==> src/rtl/mips_ctrl_pkg.sv <==
// mips_ctrl_pkg - shared definitions for the multi-cycle MIPS main control.
//   Opcode constants, FSM state encoding, ALU operation codes and the
//   ALU-B / PC-source mux encodings used by mips_mc_ctrl and mips_op_decode.
package mips_ctrl_pkg;

  localparam logic [5:0] OP_RTYPE = 6'h00;
  localparam logic [5:0] OP_J     = 6'h02;
  localparam logic [5:0] OP_BEQ   = 6'h04;
  localparam logic [5:0] OP_BNE   = 6'h05;
  localparam logic [5:0] OP_ADDI  = 6'h08;
  localparam logic [5:0] OP_SLTI  = 6'h0A;
  localparam logic [5:0] OP_ANDI  = 6'h0C;
  localparam logic [5:0] OP_ORI   = 6'h0D;
  localparam logic [5:0] OP_LW    = 6'h23;
  localparam logic [5:0] OP_SW    = 6'h2B;

  typedef enum logic [3:0] {
    ST_FETCH    = 4'h0,
    ST_DECODE   = 4'h1,
    ST_R_EXEC   = 4'h2,
    ST_R_WB     = 4'h3,
    ST_MEM_ADDR = 4'h4,
    ST_MEM_RD   = 4'h5,
    ST_MEM_WB   = 4'h6,
    ST_MEM_WR   = 4'h7,
    ST_BRANCH   = 4'h8,
    ST_JUMP     = 4'h9,
    ST_I_EXEC   = 4'hA,
    ST_I_WB     = 4'hB,
    ST_TRAP     = 4'hF
  } state_e;

  localparam logic [2:0] ALU_ADD = 3'd0;
  localparam logic [2:0] ALU_SUB = 3'd1;
  localparam logic [2:0] ALU_AND = 3'd2;
  localparam logic [2:0] ALU_OR  = 3'd3;
  localparam logic [2:0] ALU_SLT = 3'd6;

  localparam logic [1:0] SRCB_RT     = 2'd0;
  localparam logic [1:0] SRCB_FOUR   = 2'd1;
  localparam logic [1:0] SRCB_IMM    = 2'd2;
  localparam logic [1:0] SRCB_IMM_SH = 2'd3;

  localparam logic [1:0] PCSRC_ALU    = 2'd0;
  localparam logic [1:0] PCSRC_ALUOUT = 2'd1;
  localparam logic [1:0] PCSRC_JUMP   = 2'd2;

  // States that own a memory request and may stall on mem_ready.
  function automatic logic is_mem_state(input state_e s);
    return (s == ST_FETCH) || (s == ST_MEM_RD) || (s == ST_MEM_WR);
  endfunction

endpackage

==> src/rtl/mips_op_decode.sv <==
// mips_op_decode - combinational opcode classifier for the main control.
//   opcode_i      : IR[31:26]
//   next_state_o  : state to enter after DECODE (ST_TRAP when unsupported)
//   imm_alu_op_o  : ALU operation for the immediate-format arithmetic ops
//   is_bne_o      : branch polarity (1 = bne, 0 = beq)
//   illegal_o     : opcode outside the supported instruction set
module mips_op_decode
  import mips_ctrl_pkg::*;
(
  input  logic [5:0] opcode_i,
  output logic [3:0] next_state_o,
  output logic [2:0] imm_alu_op_o,
  output logic       is_bne_o,
  output logic       illegal_o
);

  always_comb begin
    next_state_o = ST_TRAP;
    imm_alu_op_o = ALU_ADD;
    is_bne_o     = (opcode_i == OP_BNE);
    illegal_o    = 1'b0;
    case (opcode_i)
      OP_RTYPE:      next_state_o = ST_R_EXEC;
      OP_LW, OP_SW:  next_state_o = ST_MEM_ADDR;
      OP_BEQ, OP_BNE: next_state_o = ST_BRANCH;
      OP_J:          next_state_o = ST_JUMP;
      OP_ADDI: begin
        next_state_o = ST_I_EXEC;
        imm_alu_op_o = ALU_ADD;
      end
      OP_SLTI: begin
        next_state_o = ST_I_EXEC;
        imm_alu_op_o = ALU_SLT;
      end
      OP_ANDI: begin
        next_state_o = ST_I_EXEC;
        imm_alu_op_o = ALU_AND;
      end
      OP_ORI: begin
        next_state_o = ST_I_EXEC;
        imm_alu_op_o = ALU_OR;
      end
      default: illegal_o = 1'b1;
    endcase
  end

endmodule

==> src/rtl/mips_mc_ctrl.sv <==
// mips_mc_ctrl - main control FSM for the multi-cycle MIPS datapath.
//   Inputs : clk, rst_n (sync, active low), opcode (IR[31:26]), zero (ALU
//            flag), mem_ready (memory finishes the current access)
//   Outputs: datapath enables/selects (pc_write, pc_src, i_or_d, mem_read,
//            mem_write, ir_write, reg_dst, mem_to_reg, reg_write,
//            alu_src_a, alu_src_b), ALU control (alu_op, use_funct),
//            sticky illegal trap flag and the debug state.
//   MEM_TIMEOUT: max stall cycles on one memory access before trapping
//            (0 disables the timeout).
//
//   state    | meaning
//   ---------+-------------------------------------------------------
//   FETCH    | read instruction at PC, PC+4 -> PC when memory ready
//   DECODE   | branch target -> ALUOut, classify opcode
//   R_EXEC   | rs op rt, ALU control decodes funct
//   R_WB     | ALUOut -> rd
//   MEM_ADDR | rs + imm -> ALUOut (load/store address)
//   MEM_RD   | data read at ALUOut, wait for memory
//   MEM_WB   | MDR -> rt
//   MEM_WR   | rt written at ALUOut, wait for memory
//   BRANCH   | rs - rt, conditional PC load from ALUOut
//   JUMP     | jump target -> PC
//   I_EXEC   | rs op imm
//   I_WB     | ALUOut -> rt
//   TRAP     | illegal opcode / memory timeout, parked until reset
module mips_mc_ctrl
  import mips_ctrl_pkg::*;
#(
  parameter int MEM_TIMEOUT = 0
) (
  input  logic       clk,
  input  logic       rst_n,
  input  logic [5:0] opcode,
  input  logic       zero,
  input  logic       mem_ready,
  output logic       pc_write,
  output logic [1:0] pc_src,
  output logic       i_or_d,
  output logic       mem_read,
  output logic       mem_write,
  output logic       ir_write,
  output logic       reg_dst,
  output logic       mem_to_reg,
  output logic       reg_write,
  output logic       alu_src_a,
  output logic [1:0] alu_src_b,
  output logic [2:0] alu_op,
  output logic       use_funct,
  output logic       illegal,
  output logic [3:0] state
);

  // Counter only needs to reach MEM_TIMEOUT-1; the next stalled cycle traps.
  localparam int CNT_W = (MEM_TIMEOUT < 2) ? 1 : $clog2(MEM_TIMEOUT);
  localparam logic [CNT_W-1:0] CNT_LAST =
    CNT_W'((MEM_TIMEOUT > 0) ? MEM_TIMEOUT - 1 : 0);

  state_e           state_q, state_d;
  logic             illegal_q;
  logic [CNT_W-1:0] cnt_q, cnt_d;

  logic [3:0] dec_next;
  logic [2:0] dec_imm_alu_op;
  logic       dec_is_bne;
  logic       dec_illegal;
  logic       mem_stall;
  logic       timeout_hit;

  mips_op_decode u_op_decode (
    .opcode_i     (opcode),
    .next_state_o (dec_next),
    .imm_alu_op_o (dec_imm_alu_op),
    .is_bne_o     (dec_is_bne),
    .illegal_o    (dec_illegal)
  );

  always_ff @(posedge clk) begin
    if (!rst_n) begin
      state_q   <= ST_FETCH;
      illegal_q <= 1'b0;
      cnt_q     <= '0;
    end else begin
      state_q   <= state_d;
      illegal_q <= illegal_q | (state_d == ST_TRAP);
      cnt_q     <= cnt_d;
    end
  end

  assign mem_stall   = is_mem_state(state_q) && !mem_ready;
  assign timeout_hit = (MEM_TIMEOUT > 0) && mem_stall && (cnt_q == CNT_LAST);
  assign state       = state_q;

  always_comb begin
    state_d    = state_q;
    pc_write   = 1'b0;
    pc_src     = PCSRC_ALU;
    i_or_d     = 1'b0;
    mem_read   = 1'b0;
    mem_write  = 1'b0;
    ir_write   = 1'b0;
    reg_dst    = 1'b0;
    mem_to_reg = 1'b0;
    reg_write  = 1'b0;
    alu_src_a  = 1'b0;
    alu_src_b  = SRCB_RT;
    alu_op     = ALU_ADD;
    use_funct  = 1'b0;
    illegal    = illegal_q;

    case (state_q)
      ST_FETCH: begin
        mem_read  = 1'b1;
        alu_src_b = SRCB_FOUR;
        pc_write  = mem_ready;
        ir_write  = mem_ready;
        if (mem_ready) state_d = ST_DECODE;
      end
      ST_DECODE: begin
        alu_src_b = SRCB_IMM_SH;
        state_d   = dec_illegal ? ST_TRAP : state_e'(dec_next);
      end
      ST_R_EXEC: begin
        alu_src_a = 1'b1;
        use_funct = 1'b1;
        state_d   = ST_R_WB;
      end
      ST_R_WB: begin
        reg_dst   = 1'b1;
        reg_write = 1'b1;
        use_funct = 1'b1;
        state_d   = ST_FETCH;
      end
      ST_MEM_ADDR: begin
        alu_src_a = 1'b1;
        alu_src_b = SRCB_IMM;
        state_d   = (opcode == OP_SW) ? ST_MEM_WR : ST_MEM_RD;
      end
      ST_MEM_RD: begin
        i_or_d   = 1'b1;
        mem_read = 1'b1;
        if (mem_ready) state_d = ST_MEM_WB;
      end
      ST_MEM_WB: begin
        mem_to_reg = 1'b1;
        reg_write  = 1'b1;
        state_d    = ST_FETCH;
      end
      ST_MEM_WR: begin
        i_or_d    = 1'b1;
        mem_write = 1'b1;
        if (mem_ready) state_d = ST_FETCH;
      end
      ST_BRANCH: begin
        alu_src_a = 1'b1;
        alu_op    = ALU_SUB;
        pc_src    = PCSRC_ALUOUT;
        pc_write  = dec_is_bne ? !zero : zero;
        state_d   = ST_FETCH;
      end
      ST_JUMP: begin
        pc_src   = PCSRC_JUMP;
        pc_write = 1'b1;
        state_d  = ST_FETCH;
      end
      ST_I_EXEC: begin
        alu_src_a = 1'b1;
        alu_src_b = SRCB_IMM;
        alu_op    = dec_imm_alu_op;
        state_d   = ST_I_WB;
      end
      ST_I_WB: begin
        reg_write = 1'b1;
        alu_op    = dec_imm_alu_op;
        state_d   = ST_FETCH;
      end
      ST_TRAP: state_d = ST_TRAP;
      default: state_d = ST_TRAP;
    endcase

    // A stalled access that has used up its budget traps; ready on the
    // same cycle takes precedence because mem_stall is then false.
    if (timeout_hit) state_d = ST_TRAP;

    if (!rst_n) begin
      pc_write   = 1'b0;
      pc_src     = PCSRC_ALU;
      i_or_d     = 1'b0;
      mem_read   = 1'b0;
      mem_write  = 1'b0;
      ir_write   = 1'b0;
      reg_dst    = 1'b0;
      mem_to_reg = 1'b0;
      reg_write  = 1'b0;
      alu_src_a  = 1'b0;
      alu_src_b  = SRCB_RT;
      alu_op     = ALU_ADD;
      use_funct  = 1'b0;
      illegal    = 1'b0;
    end
  end

  always_comb begin
    cnt_d = cnt_q;
    if (state_d != state_q) cnt_d = '0;
    else if ((MEM_TIMEOUT > 0) && mem_stall) cnt_d = cnt_q + 1'b1;
  end

endmodule

==> config.mk <==
export PLATFORM = sky130hd
export DESIGN_NAME = mips_mc_ctrl
export DESIGN_NICKNAME = d
export VERILOG_FILES = /design/src/rtl/mips_ctrl_pkg.sv /design/src/rtl/mips_op_decode.sv /design/src/rtl/mips_mc_ctrl.sv
export SDC_FILE = /design/constraint.sdc
export NUM_CORES = 1
export LEC_CHECK = 0
export BUFFER_PORTS_ARGS = -buffer_cell sky130_fd_sc_hd__clkbuf_2
export CORE_AREA = 2 2 51 53
export DETAILED_ROUTE_END_ITERATION = 10
export DIE_AREA = 0 0 53 55
export PLACE_DENSITY = 0.54
export SYNTH_ARGS = -nofsm -noshare
export SYNTH_HDL_FRONTEND = slang
export SYNTH_HIERARCHICAL = 1
export SYNTH_SLANG_ARGS = --single-unit
==> constraint.sdc <==
create_clock -name clk -period 3.1 [get_ports clk]
set_input_delay 0.465 -clock clk [delete_from_list [all_inputs] [get_ports clk]]
set_output_delay 0.465 -clock clk [all_outputs]
set_load 0.005 [all_outputs]
==> results.sh <==
export IMPL_worstSetupPathType="in -> out"
export IMPL_slew_headroom=0.5479
export IMPL_synthXorXnorAreaFrac=0.04912
export IMPL_ys_ff_latch=5
export IMPL_dr_pass1_iters=4
export IMPL_placed_cells=163
export IMPL_yosysWarnings=6
export IMPL_htree_levels=1
export IMPL_power_density_mw_per_mm2=746.8
export IMPL_start_util=0.3016
export IMPL_p_total_mw=0.6587
export IMPL_grt_pass1_vias=768
export IMPL_clock_root_buffer="clkbuf_4"
export IMPL_rsz0062_at_grt="no"
export IMPL_fmax_mhz=431.1
export IMPL_avgViaCountPerCell=5.090
export IMPL_ctsLongestPathBuffers=2
export IMPL_drt_iter0_drc=14
export IMPL_wl_per_cell_um=11.71
export IMPL_antenna_cells=0
export IMPL_clk_pin_slew_ps=40
export IMPL_cts_setup_buffers=0
export IMPL_antenna_found_initial=0
export IMPL_critPathArrivalTime_ps=1850
export IMPL_syn_inst=108
export IMPL_cts_sinks=5
export IMPL_synth_edf_count=0
export IMPL_synth_compound_area_frac=0.2316
export IMPL_final_setup_viol_count=0
export IMPL_nets=148
export IMPL_synth_distinct_cells=40
export IMPL_vias=850
export IMPL_cts_buffers=3
export IMPL_synthesis_area_um2=713.2
export IMPL_avgSynthCellArea_um2=6.604
export IMPL_antenna_left=0
export IMPL_die_area_mm2=0.002915
export IMPL_portBuffers=31
export IMPL_dpl_cell_area_um2=855.8
export IMPL_syn_nets=118
export IMPL_final_hold_viol_count=0
export IMPL_required_ps=2630
export IMPL_die_y_um=55
export IMPL_stdcell_area_um2=882.1
export IMPL_core_area_mm2=0.002365
export IMPL_grt_ovfl_total=0
export IMPL_p_leak_nw=0.4218
export IMPL_syn_to_final_growth_pct=23.68
export IMPL_async_flop_share=0
export IMPL_synth_top_family_by_area="simple AND/OR/NAND/NOR gates"
export IMPL_dp_hpwl_um=1504
export IMPL_crit_path_start_kind="input port"
export IMPL_synth_area_mux_share=0.01579
export IMPL_min_path_type="reg -> reg"
export IMPL_clock_skew_ps=1.172
export IMPL_finalCritPeriodShare=0.7483
export IMPL_ir_drop_mv=0.3804
export IMPL_clock_latency_ps=240
export IMPL_gp_congestion=0.7428
export IMPL_slew_violations=0
export IMPL_drt_total_wl_um=1956
export IMPL_synthSimpleGateAreaFrac=0.4544
export IMPL_min_period_ps=2320
export IMPL_drcViolationCount=0
export IMPL_fill_cells=282
export IMPL_synth_seq_area_share=0.1404
export IMPL_critPathCaptureType="output pin"
export IMPL_die_x_um=53
export IMPL_instances_no_fill=167
export IMPL_tightest_slew_ps=677.2
export IMPL_cts_tree="done"
export IMPL_groute_usage_overall=0.1419
export IMPL_cts_resized=0
export IMPL_hold_buffers=0
export IMPL_synthAdderAreaFrac=0
export IMPL_synth_ff_type="dfxtp_1"
export IMPL_drive_gt1_frac=0.2993
export IMPL_row_count=18
export IMPL_tns_ps=0
export IMPL_boundaryPins=32
export IMPL_max_cap_violations=0
export IMPL_grt_max_degree=21
export IMPL_path_max_fanout=9
export IMPL_outcome="complete, no violations"
export IMPL_grt_first_pass_wirelength_um=3139
[cell usage after synthesis (2+ instances only)]
library cell  count  area [um^2]
nor2_1           18        67.56
nand2_1          11        41.29
o21ai_0           8        40.04
nor3_1            7        35.03
and3_1            5        31.28
dfxtp_1           5        100.1
inv_1             5        18.77
nand2b_1          4        25.02
a21oi_1           3        15.01
buf_6             3        33.78
nor2b_1           3        18.77
nor4_1            3        18.77
xor2_1            3        26.28
o211ai_1          2        15.01
o21a_1            2        15.01
or3_1             2        12.51
[worst paths after layout]
kind                            depth (start not counted)      start   endpoint  slack (ps)
worst min register to register                          2  illegal_q  illegal_q         450
worst min-delay path                                    2  illegal_q  illegal_q         450
worst max register to register                          4   state[1]  illegal_q        1350
worst max-delay path                                    9  opcode[2]   pc_write         780
[critical path: stages]
cell	delay [ps]
clkbuf_2	160
nor2b_1	180
nand2_1	80
nor4_1	270
xor2_1	180
o21ai_0	80
o21a_1	130
nor3_1	160
clkbuf_2	150
[report_power, final]
part / internal (mW) / total, mW / leakage, nW / switching (mW)
logic: 0.189 / 0.389 / 0.366 / 0.200
clock network: 0.0487 / 0.0767 / 0.0150 / 0.0279
registers: 0.0898 / 0.193 / 0.0411 / 0.103
total: 0.328 / 0.659 / 0.422 / 0.331
[metrics by stage]
step / hold WS [ps] / setup WS, ps / util
after floorplan: 424.4 / 1186 / -
after global placement: 442.5 / 853.9 / 0.3619
after detailed placement: 440.2 / 818.4 / 0.3619
after CTS: 452.9 / 812.9 / 0.3730
after global routing: 489.0 / 619.4 / 0.3730
final: 449.9 / 780.3 / 0.3730
[flip-flops by register name, indices dropped and copies added, names as in the netlist]
signal and count:
state 4, illegal_q 1
[cell usage in the layout, fill, tap and decap left out, types with 2 or more instances in the layout]
master and instances:
clkbuf_2 31, nor2_1 18, nand2_1 11, o21ai_0 8, nor3_1 7, inv_1 5
and3_1 5, dfxtp_1 5, nand2b_1 4, a21oi_1 3, nor2b_1 3, xor2_1 3
nor4_1 3, clkbuf_4 3, o21a_1 2, o211ai_1 2, or3_1 2
[metal layers]
layer  wire length [um]  GRT usage
met3                141    0.01882
met1                987     0.1916
met2                802     0.2292
met4                 23    0.05556
met5                  0          0
[kinds of logic (layout without fill, tap and decap cells)]
group           Yosys count  after routing
xor+xnor                  4              4
simple gates             63             63
buf+inv                  12             41
compound gates           23             23
mux                       1              1
flops                     5              5
[area by class of cell]
cell class                      count  area (um^2)  share of cell area
Multi-Input combinational cell     91        535.5              0.6071
Timing Repair Buffer               31        155.1              0.1759
Sequential cell                     5        100.1              0.1135
Tap cell                           30        37.54             0.04255
Inverter                            6        27.53             0.03121
Clock buffer                        4        26.28             0.02979
Power figures use the tool's default switching activity.
